$ cat src/rtl/seq_gen_tx.sv
`default_nettype none
// +----------------------------------------------------------------------------+
// | Module      : seq_gen_tx                                                   |
// | Description : Serial pattern transmitter. Takes a WIDTH-bit word over a    |
// |               valid/ready handshake, shifts it out MSB-first one bit per   |
// |               clock, flags nibble/frame boundaries and counts aligned      |
// |               nibbles equal to PATTERN.                                    |
// | Revision    : 1.0 - initial release                                        |
// +----------------------------------------------------------------------------+
module seq_gen_tx #(
    parameter int             WIDTH   = 16,
    parameter int             NIB     = 4,
    parameter logic [NIB-1:0] PATTERN = 4'b1011,
    parameter int             CW      = $clog2(WIDTH/NIB+1)
) (
    input  logic             clk,
    input  logic             rst_n,
    input  logic [WIDTH-1:0] in_data,
    input  logic             in_valid,
    output logic             in_ready,
    output logic             ser_out,
    output logic             ser_valid,
    output logic             nib_last,
    output logic             frame_last,
    output logic             done,
    output logic [CW-1:0]    match_count
);

    localparam int BW = (WIDTH > 1) ? $clog2(WIDTH) : 1;
    localparam int NW = (NIB > 1) ? $clog2(NIB) : 1;
    localparam logic [BW-1:0] c_last_bit = BW'(WIDTH - 1);
    localparam logic [NW-1:0] c_last_nib = NW'(NIB - 1);

    typedef enum logic [1:0] {
        S_IDLE  = 2'd0,
        S_SHIFT = 2'd1,
        S_GAP   = 2'd2
    } state_t;

    state_t           state_q;
    logic [WIDTH-1:0] shreg_q;
    logic [BW-1:0]    bit_cnt_q;
    logic [NW-1:0]    nib_cnt_q;
    logic [NIB-2:0]   hist_q;      // previous NIB-1 bits sent, oldest in the MSB
    logic [CW-1:0]    match_q;

    logic             w_shift;
    logic             w_bit;
    logic             w_nib_last;
    logic [NIB-1:0]   w_nib;

    // Outputs are simple decodes of registered state; nothing from in_* reaches ser_*.
    assign w_shift     = (state_q == S_SHIFT);
    assign w_bit       = w_shift & shreg_q[WIDTH-1];
    assign w_nib_last  = w_shift && (nib_cnt_q == c_last_nib);
    assign w_nib       = {hist_q, w_bit};

    assign ser_valid   = w_shift;
    assign ser_out     = w_bit;
    assign nib_last    = w_nib_last;
    assign frame_last  = w_shift && (bit_cnt_q == c_last_bit);
    assign done        = (state_q == S_GAP);
    assign in_ready    = (state_q == S_IDLE) && rst_n;
    assign match_count = match_q;

    // Transmit FSM: capture in IDLE, shift WIDTH bits, one GAP cycle carrying done.
    always_ff @(posedge clk or negedge rst_n) begin
        if (!rst_n) begin
            state_q   <= S_IDLE;
            shreg_q   <= '0;
            bit_cnt_q <= '0;
            nib_cnt_q <= '0;
            hist_q    <= '0;
            match_q   <= '0;
        end else begin
            case (state_q)
                S_IDLE: begin
                    if (in_valid) begin
                        shreg_q   <= in_data;
                        bit_cnt_q <= '0;
                        nib_cnt_q <= '0;
                        hist_q    <= '0;
                        match_q   <= '0;
                        state_q   <= S_SHIFT;
                    end
                end
                S_SHIFT: begin
                    shreg_q   <= {shreg_q[WIDTH-2:0], 1'b0};
                    bit_cnt_q <= bit_cnt_q + BW'(1);
                    nib_cnt_q <= (nib_cnt_q == c_last_nib) ? '0 : nib_cnt_q + NW'(1);
                    hist_q    <= w_nib[NIB-2:0];
                    // Aligned nibble completes this cycle; count it if it matches.
                    if (w_nib_last && (w_nib == PATTERN)) begin
                        match_q <= match_q + CW'(1);
                    end
                    if (bit_cnt_q == c_last_bit) begin
                        state_q <= S_GAP;
                    end
                end
                S_GAP: begin
                    state_q <= S_IDLE;
                end
                default: begin
                    state_q <= S_IDLE;
                end
            endcase
        end
    end

endmodule
`default_nettype wire

$ cat config.mk
export PLATFORM = sky130hd
export DESIGN_NAME = seq_gen_tx
export DESIGN_NICKNAME = d
export VERILOG_FILES = /design/src/rtl/seq_gen_tx.sv
export SDC_FILE = /design/constraint.sdc
export NUM_CORES = 1
export LEC_CHECK = 0
export CAP_MARGIN = 20
export CORE_UTILIZATION = 54
export CTS_BUF_LIST = sky130_fd_sc_hd__clkbuf_8 sky130_fd_sc_hd__clkbuf_16
export CTS_CLUSTER_SIZE = 40
export DETAILED_ROUTE_END_ITERATION = 6
export HOLD_SLACK_MARGIN = 0.03
export PLACE_DENSITY = 0.89
export SETUP_SLACK_MARGIN = 0.02
export SLEW_MARGIN = 10
export SYNTH_ARGS = -nofsm -noshare
export SYNTH_HDL_FRONTEND = slang
export SYNTH_SLANG_ARGS = --single-unit
export TNS_END_PERCENT = 100
$ cat constraint.sdc
create_clock -name clk -period 2.2 [get_ports clk]
set_input_delay 0.22 -clock clk [delete_from_list [all_inputs] [get_ports clk]]
set_output_delay 0.22 -clock clk [all_outputs]
set_load 0.005 [all_outputs]
==> results of run 1 <==
-- where the power goes --
part | internal [uW] | switching [uW]
Sequential | 760 | 151
Clock | 208 | 184
Combinational | 441 | 427
Total | 1410 | 762
-- metrics by stage --
| step | cell area, um2 | power, uW | std cells | utilization (%) |
|---|---|---|---|---|
| after floorplan | 1425 | 1539 | 133 | - |
| after global placement | 1683 | 1731 | 184 | 67.93 |
| after detailed placement | 1683 | 1785 | 184 | 67.93 |
| after CTS | 1759 | 2187 | 191 | 71.01 |
| after global routing | 1759 | 2340 | 191 | 71.01 |
| final | 1759 | 2170 | 191 | 71.01 |
-- how the worst min path moves through the flow --
stage,depth (start not counted),end
after floorplan,0,bit_cnt_q[0]
after global placement,2,shreg_q[14]
after detailed placement,2,shreg_q[12]
after CTS,2,nib_cnt_q[1]
after global routing,2,match_count[0]
final,2,match_count[0]
-- flip-flops by register name (all words and copies together), names as in the netlist --
signal and count:
nib_cnt_q 2, shreg_q 16, bit_cnt_q 4, hist_q 3
match_count 3, state_q 2
-- area by class of cell --
class                      instances  share of cell area, %
clock buffer                       5                  3.912
clock inverter                     2                 0.4267
inverter                           2                 0.4267
multi-input combinational         91                  33.36
sequential                        30                  42.67
tap                               30                  2.134
timing repair buffer              31                  17.07
-- metal layers --
layer | wire length [um] | track usage, % | vias to the layer above
met5 | 0 | 0 | -
met4 | 50 | 13.16 | 0
met3 | 226 | 6.609 | 7
met2 | 1296 | 31.87 | 55
met1 | 1201 | 29.80 | 524
li1 | - | - | 536
-- kinds of logic (layout without fill, tap and decap cells) --
| group | after synthesis | count (layout) | synth area share [%] |
|---|---|---|---|
| flip-flops | 30 | 30 | 52.68 |
| AO/OA/AOI/OAI | 47 | 47 | 23.71 |
| AND/OR/NAND/NOR | 39 | 39 | 13.26 |
| adder cells (fa/ha/maj) | 3 | 3 | 2.634 |
| multiplexers | 2 | 2 | 1.580 |
| buffers and inverters | 12 | 40 | 6.145 |
-- worst reg2reg max path, stage by stage (launching register included) --
cell and delay (ps):
dfrtp_1 380, buf_4 230, o21bai_2 420, buf_4 310, nand2_1 90, o21ai_0 70
-- cell usage in the layout, fill, tap and decap left out, drive strengths merged --
cell type      count
buf                4
o211ai             1
nand4              1
nand2             22
nor2b              1
o21bai             1
and2               3
a21o               1
a21oi              1
nand3              3
a221o              1
a22oi             15
nand2b             1
mux2               2
nor2               6
clkdlybuf4s50     27
and4b              1
a41oi              1
clkbuf             5
a22o               6
a31o               1
a32o               1
o311ai             1
dfrtp             30
nor3b              1
o21ai             16
inv                4
ha                 3
o31ai              1
==> summary.txt, run 1 <==
Route
  • Violation count after the first detailed-route iteration: 39
  • DR vias: 1122
  • Drt drc: 0
  • Pre-antenna DRT Iters: 4
  • WL/cell: approximately 15 um
  • Post-Route WL: roughly 2.8 mm
  • Via density: 5.874
  • ANT nets after route: 0

Setup path
  • Reg2reg start: state_q[0]
  • Critical Path Sink: ser_out
  • Flop2flop setup slack: around 600 ps
  • CP Class: register to output pin
  • Slowest cell on crit path: clkdlybuf4s50_1
  • Signal arrival time at the worst endpoint: ~1700 ps
  • R2R Path End: shreg_q[6]
  • Setup crit end kind: output pin
  • CP Launch Type: register
  • Max stage delay on crit path: approximately 500 ps
  • CP Depth: 4
  • CP startpoint: state_q[1]
  • Reg2reg path depth: 5
  • WP data required: ~2000 ps
  • Kind of cell adding the most delay to the critical path: buffers and inverters
  • Number of buffers and inverters on the critical path: 2
  • Crit path max fanout: 8
  • CP cell instances: nand2b_2, inv_2, and2_1, clkdlybuf4s50_1

Timing
  • Final cycle utilization of the critical path: slightly below 90%
  • Slew @ Worst Pin: about 440 ps
  • F_max: 522.9 MHz
  • Tmin final: approximately 1900 ps
  • RSZ-0062 raised after global routing: no
  • Worst hold slack: about 410 ps
  • Worst setup margin: ~290 ps
  • Rel. slew slack: between 70% and 80%
  • Setup total negative slack: 0 ps
  • Setup violators final: 0
  • Skew final: between 6 and 7 ps
  • Max-slew violations: 0
  • Final Hold Fails: 0

Clocking
  • Clock slew at reported path FFs: around 60 ps
  • Clock Path Buffers: 2
  • Htree depth: 2
  • Root buf cell: clkbuf_8
  • CTS tree: yes
  • Hold buffers post-CTS: 0
  • Sink Count: 30
  • Postcts setup bufs: 0
  • Cts repair resizes: 0
  • Inserted Clock Buffers: 5
  • Skew-Pair Late Insertion Delay: around 280 ps

Floorplan
  • Core Rows: 18
  • Starting Density: 57.53%
  • Die X: 53.37 um
  • Std-Cell Core Area: around 0.0025 mm2
  • Chip Height: 53.37 um
  • Io pins: 28
  • Die area: between 0.002 and 0.003 mm2

Synthesis
  • EDFF count, synth: 0
  • Register area share after synthesis: ~53%
  • Post-synth top area share: between 50% and 60%
  • Most used DFF post-synth: dfrtp_1
  • Async set or reset register ratio after synthesis: 100.0%
  • Yosys warnings: 0
  • Post-Syn Nets: 155
  • Distinct cells, synth: 31
  • Mapped cell area: 0.001425 mm2
  • Ranking of synthesized cells by area: dfrtp_1 (53%), a22oi_1 (7.9%), nand2_1 (5.8%)
  • Post-Synthesis Cells: 133
  • Seq cells post-synth: 30
  • Syn Area/Cell: around 11 um2
  • Top-count cell post-synth: dfrtp_1
  • Post-synth top cells: dfrtp_1 (30), nand2_1 (22), a22oi_1 (15), o21ai_0 (15)
  • Dominant cell type by area after synthesis: dfrtp_1

Finish
  • # fillers: 205
  • Diode count: 0
  • Register area: about 750 um2
  • Area of the multi-input gates: a little under 600 um2
  • Area grow syn2layout: 23.44%
  • Nets: ~180
  • Layout cells sized above 1: 11.18%

Global routing
  • Total track usage: 22.43%
  • First-pass GRT wire length: about 4.3 mm
  • Largest net degree at the start of global routing: 31
  • GRT Residual Overflow: 0
  • Antenna violations before repair: 0
  • Number of global-route vias before repair: about 940

Placed design
  • Routability cong.: ~0.71
  • Detailed placement HPWL: ~1.9 mm
  • Pre-CTS setup slack: between 500 and 600 ps
  • Count of buffers from port buffering: 27

Pwr
  • Leakage: around 0.00075 uW
  • PwrDens: 1233 mW/mm2
  • VDD IR-drop max: about 820 uV

Run status
  • Status: complete, no violations

Flow run
  • Max_cap viols: 0

Worst hold path
  • Tightest Hold Check Type: input port to asynchronous set/reset pin
No activity file was read; power rests on OpenSTA's default activity.
==> inputs of run 2 (changes only) <==
- CORE_MARGIN: not set -> 4
- SKIP_LAST_GASP: not set -> 1
- SLEW_MARGIN: 10 -> not set
==> run 2 against run 1 <==
Against the previous run: clock skew down 3.5 ps; global-route usage is 1.8 points lower; register-to-register slack improved by 240 ps; via count increased by 3.2%; clock power is 17% higher; highest routed layer unchanged; sequential power up 0.4%; critical path depth did not move; die area increased by 24%; sequential share of layout area fell by 0.72 points.
==> summary.txt, run 2 (synthesis gave the netlist of run 1 again) <==
Timing
  • Setup violators final: 0
  • Max-slew violations: 0
  • Skew final: ~3.3 ps
  • Worst setup margin: 238.7 ps
  • F_max: 509.9 MHz
  • Final cycle utilization of the critical path: roughly 89%
  • Worst hold slack: ~420 ps
  • Tmin final: about 2000 ps
  • Setup total negative slack: 0 ps
  • Final Hold Fails: 0
  • RSZ-0062 raised after global routing: no
  • Slew @ Worst Pin: 386.4 ps
  • Rel. slew slack: between 70% and 80%

Route
  • Via density: 6.000
  • DR vias: approximately 1200
  • Violation count after the first detailed-route iteration: 45
  • WL/cell: roughly 17 um
  • ANT nets after route: 0
  • Drt drc: 0
  • Pre-antenna DRT Iters: 4
  • Post-Route WL: approximately 3.2 mm

Setup path
  • Signal arrival time at the worst endpoint: 1740 ps
  • R2R Path End: shreg_q[3]
  • CP cell instances: nand2b_2, inv_2, and2_1, clkdlybuf4s50_1
  • CP startpoint: state_q[1]
  • Crit path max fanout: 8
  • Critical Path Sink: ser_out
  • Reg2reg start: state_q[0]
  • CP Launch Type: register
  • CP Class: register to output pin
  • Kind of cell adding the most delay to the critical path: buffers and inverters
  • Max stage delay on crit path: around 500 ps
  • Setup crit end kind: output pin
  • Slowest cell on crit path: clkdlybuf4s50_1
  • WP data required: approximately 2000 ps
  • CP Depth: 4
  • Flop2flop setup slack: about 850 ps
  • Reg2reg path depth: 4
  • Number of buffers and inverters on the critical path: 2

Placed design
  • Routability cong.: 0.7367
  • Detailed placement HPWL: ~2.2 mm
  • Count of buffers from port buffering: 27
  • Pre-CTS setup slack: between 300 and 400 ps

Pwr
  • VDD IR-drop max: roughly 910 uV
  • PwrDens: ~1300 mW/mm2
  • Leakage: around 0.00076 uW
  • Power Total: 2291 uW

Floorplan
  • Chip Height: 59.37 um
  • Die X: between 50 and 60 um
  • Std-Cell Core Area: ~0.0025 mm2
  • Die area: ~0.0035 mm2
  • Io pins: 28
  • Starting Density: between 50% and 60%
  • Core Rows: 18

Finish
  • Flip-flop count of the largest register after layout: 16
  • Most common cell after layout, fill and taps aside: dfrtp_1
  • Area grow syn2layout: 25.55%
  • Diode count: 0
  • Largest register by flop count: shreg_q
  • Top flop regs: shreg_q x16, bit_cnt_q x4
  • Final core occ: a little under three quarters
  • Layout cells sized above 1: 12.88%
  • Highest-count cells in the layout ignoring fill and taps: dfrtp_1 (30), clkdlybuf4s50_1 (27), nand2_1 (22)
  • Nets: 184

Clocking
  • Htree depth: 2
  • Inserted Clock Buffers: 5
  • Postcts setup bufs: 0
  • Clock Path Buffers: 2
  • Clock slew at reported path FFs: around 60 ps
  • Skew-Pair Late Insertion Delay: between 200 and 300 ps
  • CTS tree: yes
  • Cts repair resizes: 0
  • Hold buffers post-CTS: 0
  • Root buf cell: clkbuf_8
  • Sink Count: 30

Global routing
  • Antenna violations before repair: 0
  • Number of global-route vias before repair: 1097
  • GRT Residual Overflow: 0
  • First-pass GRT wire length: about 5.2 mm
  • Largest net degree at the start of global routing: 31
  • Total track usage: 20.66%

Flow run
  • Max_cap viols: 0

Run status
  • Status: complete, no violations

Worst hold path
  • Tightest Hold Check Type: input port to asynchronous set/reset pin
## run 2: cell type report
cell class / count / area (um2)
fillers: 185 / 710.7
flip-flops and latches: 30 / 750.7
repair buffers: 32 / 315.3
inverters: 2 / 7.507
clock inverters: 2 / 8.758
well taps: 30 / 37.54
multi-input cells: 91 / 586.8
clock buffers: 6 / 82.58
## run 2: power breakdown
group / total [uW] / switching (uW) / leakage (uW) / internal, uW
clock network: 457 / 210 / 0.0000524 / 247
registers: 914 / 155 / 0.000389 / 759
logic: 919 / 456 / 0.000322 / 464
## run 2: worst min path at each step
stage                        end  depth (start not counted)   startpoint  slack (ps)
detailed placement    shreg_q[1]                          2   shreg_q[1]         470
global placement     shreg_q[14]                          2  shreg_q[14]         460
CTS                   shreg_q[3]                          2        rst_n         420
finish                 hist_q[1]                          2        rst_n         420
global route        nib_cnt_q[1]                          2        rst_n         460
floorplan           bit_cnt_q[0]                          0        rst_n         -80
## run 2: per-stage QoR
| stage | cells | instance area (um2) |
|---|---|---|
| floorplan | 133 | 1425 |
| global placement | 184 | 1683 |
| detailed placement | 184 | 1683 |
| CTS | 192 | 1774 |
| global route | 193 | 1789 |
| finish | 193 | 1789 |
## run 2: worst register-to-register path, cell delays in order, from the launching register on
cell and delay (ps):
dfrtp_1 400, buf_4 200, nor2b_4 350, a22oi_1 110
o21ai_0 200
## run 2: routing by layer
metal  track usage, %  routed length (um)  share of wire (%)  up-vias
met5                0                   0                  0        -
met2            31.83                1567                 49       31
met3            8.061                 200                6.2        7
met4            10.36                  86                2.7        0
met1            25.04                1361                 42      579
li1                 -                   -                  -      541
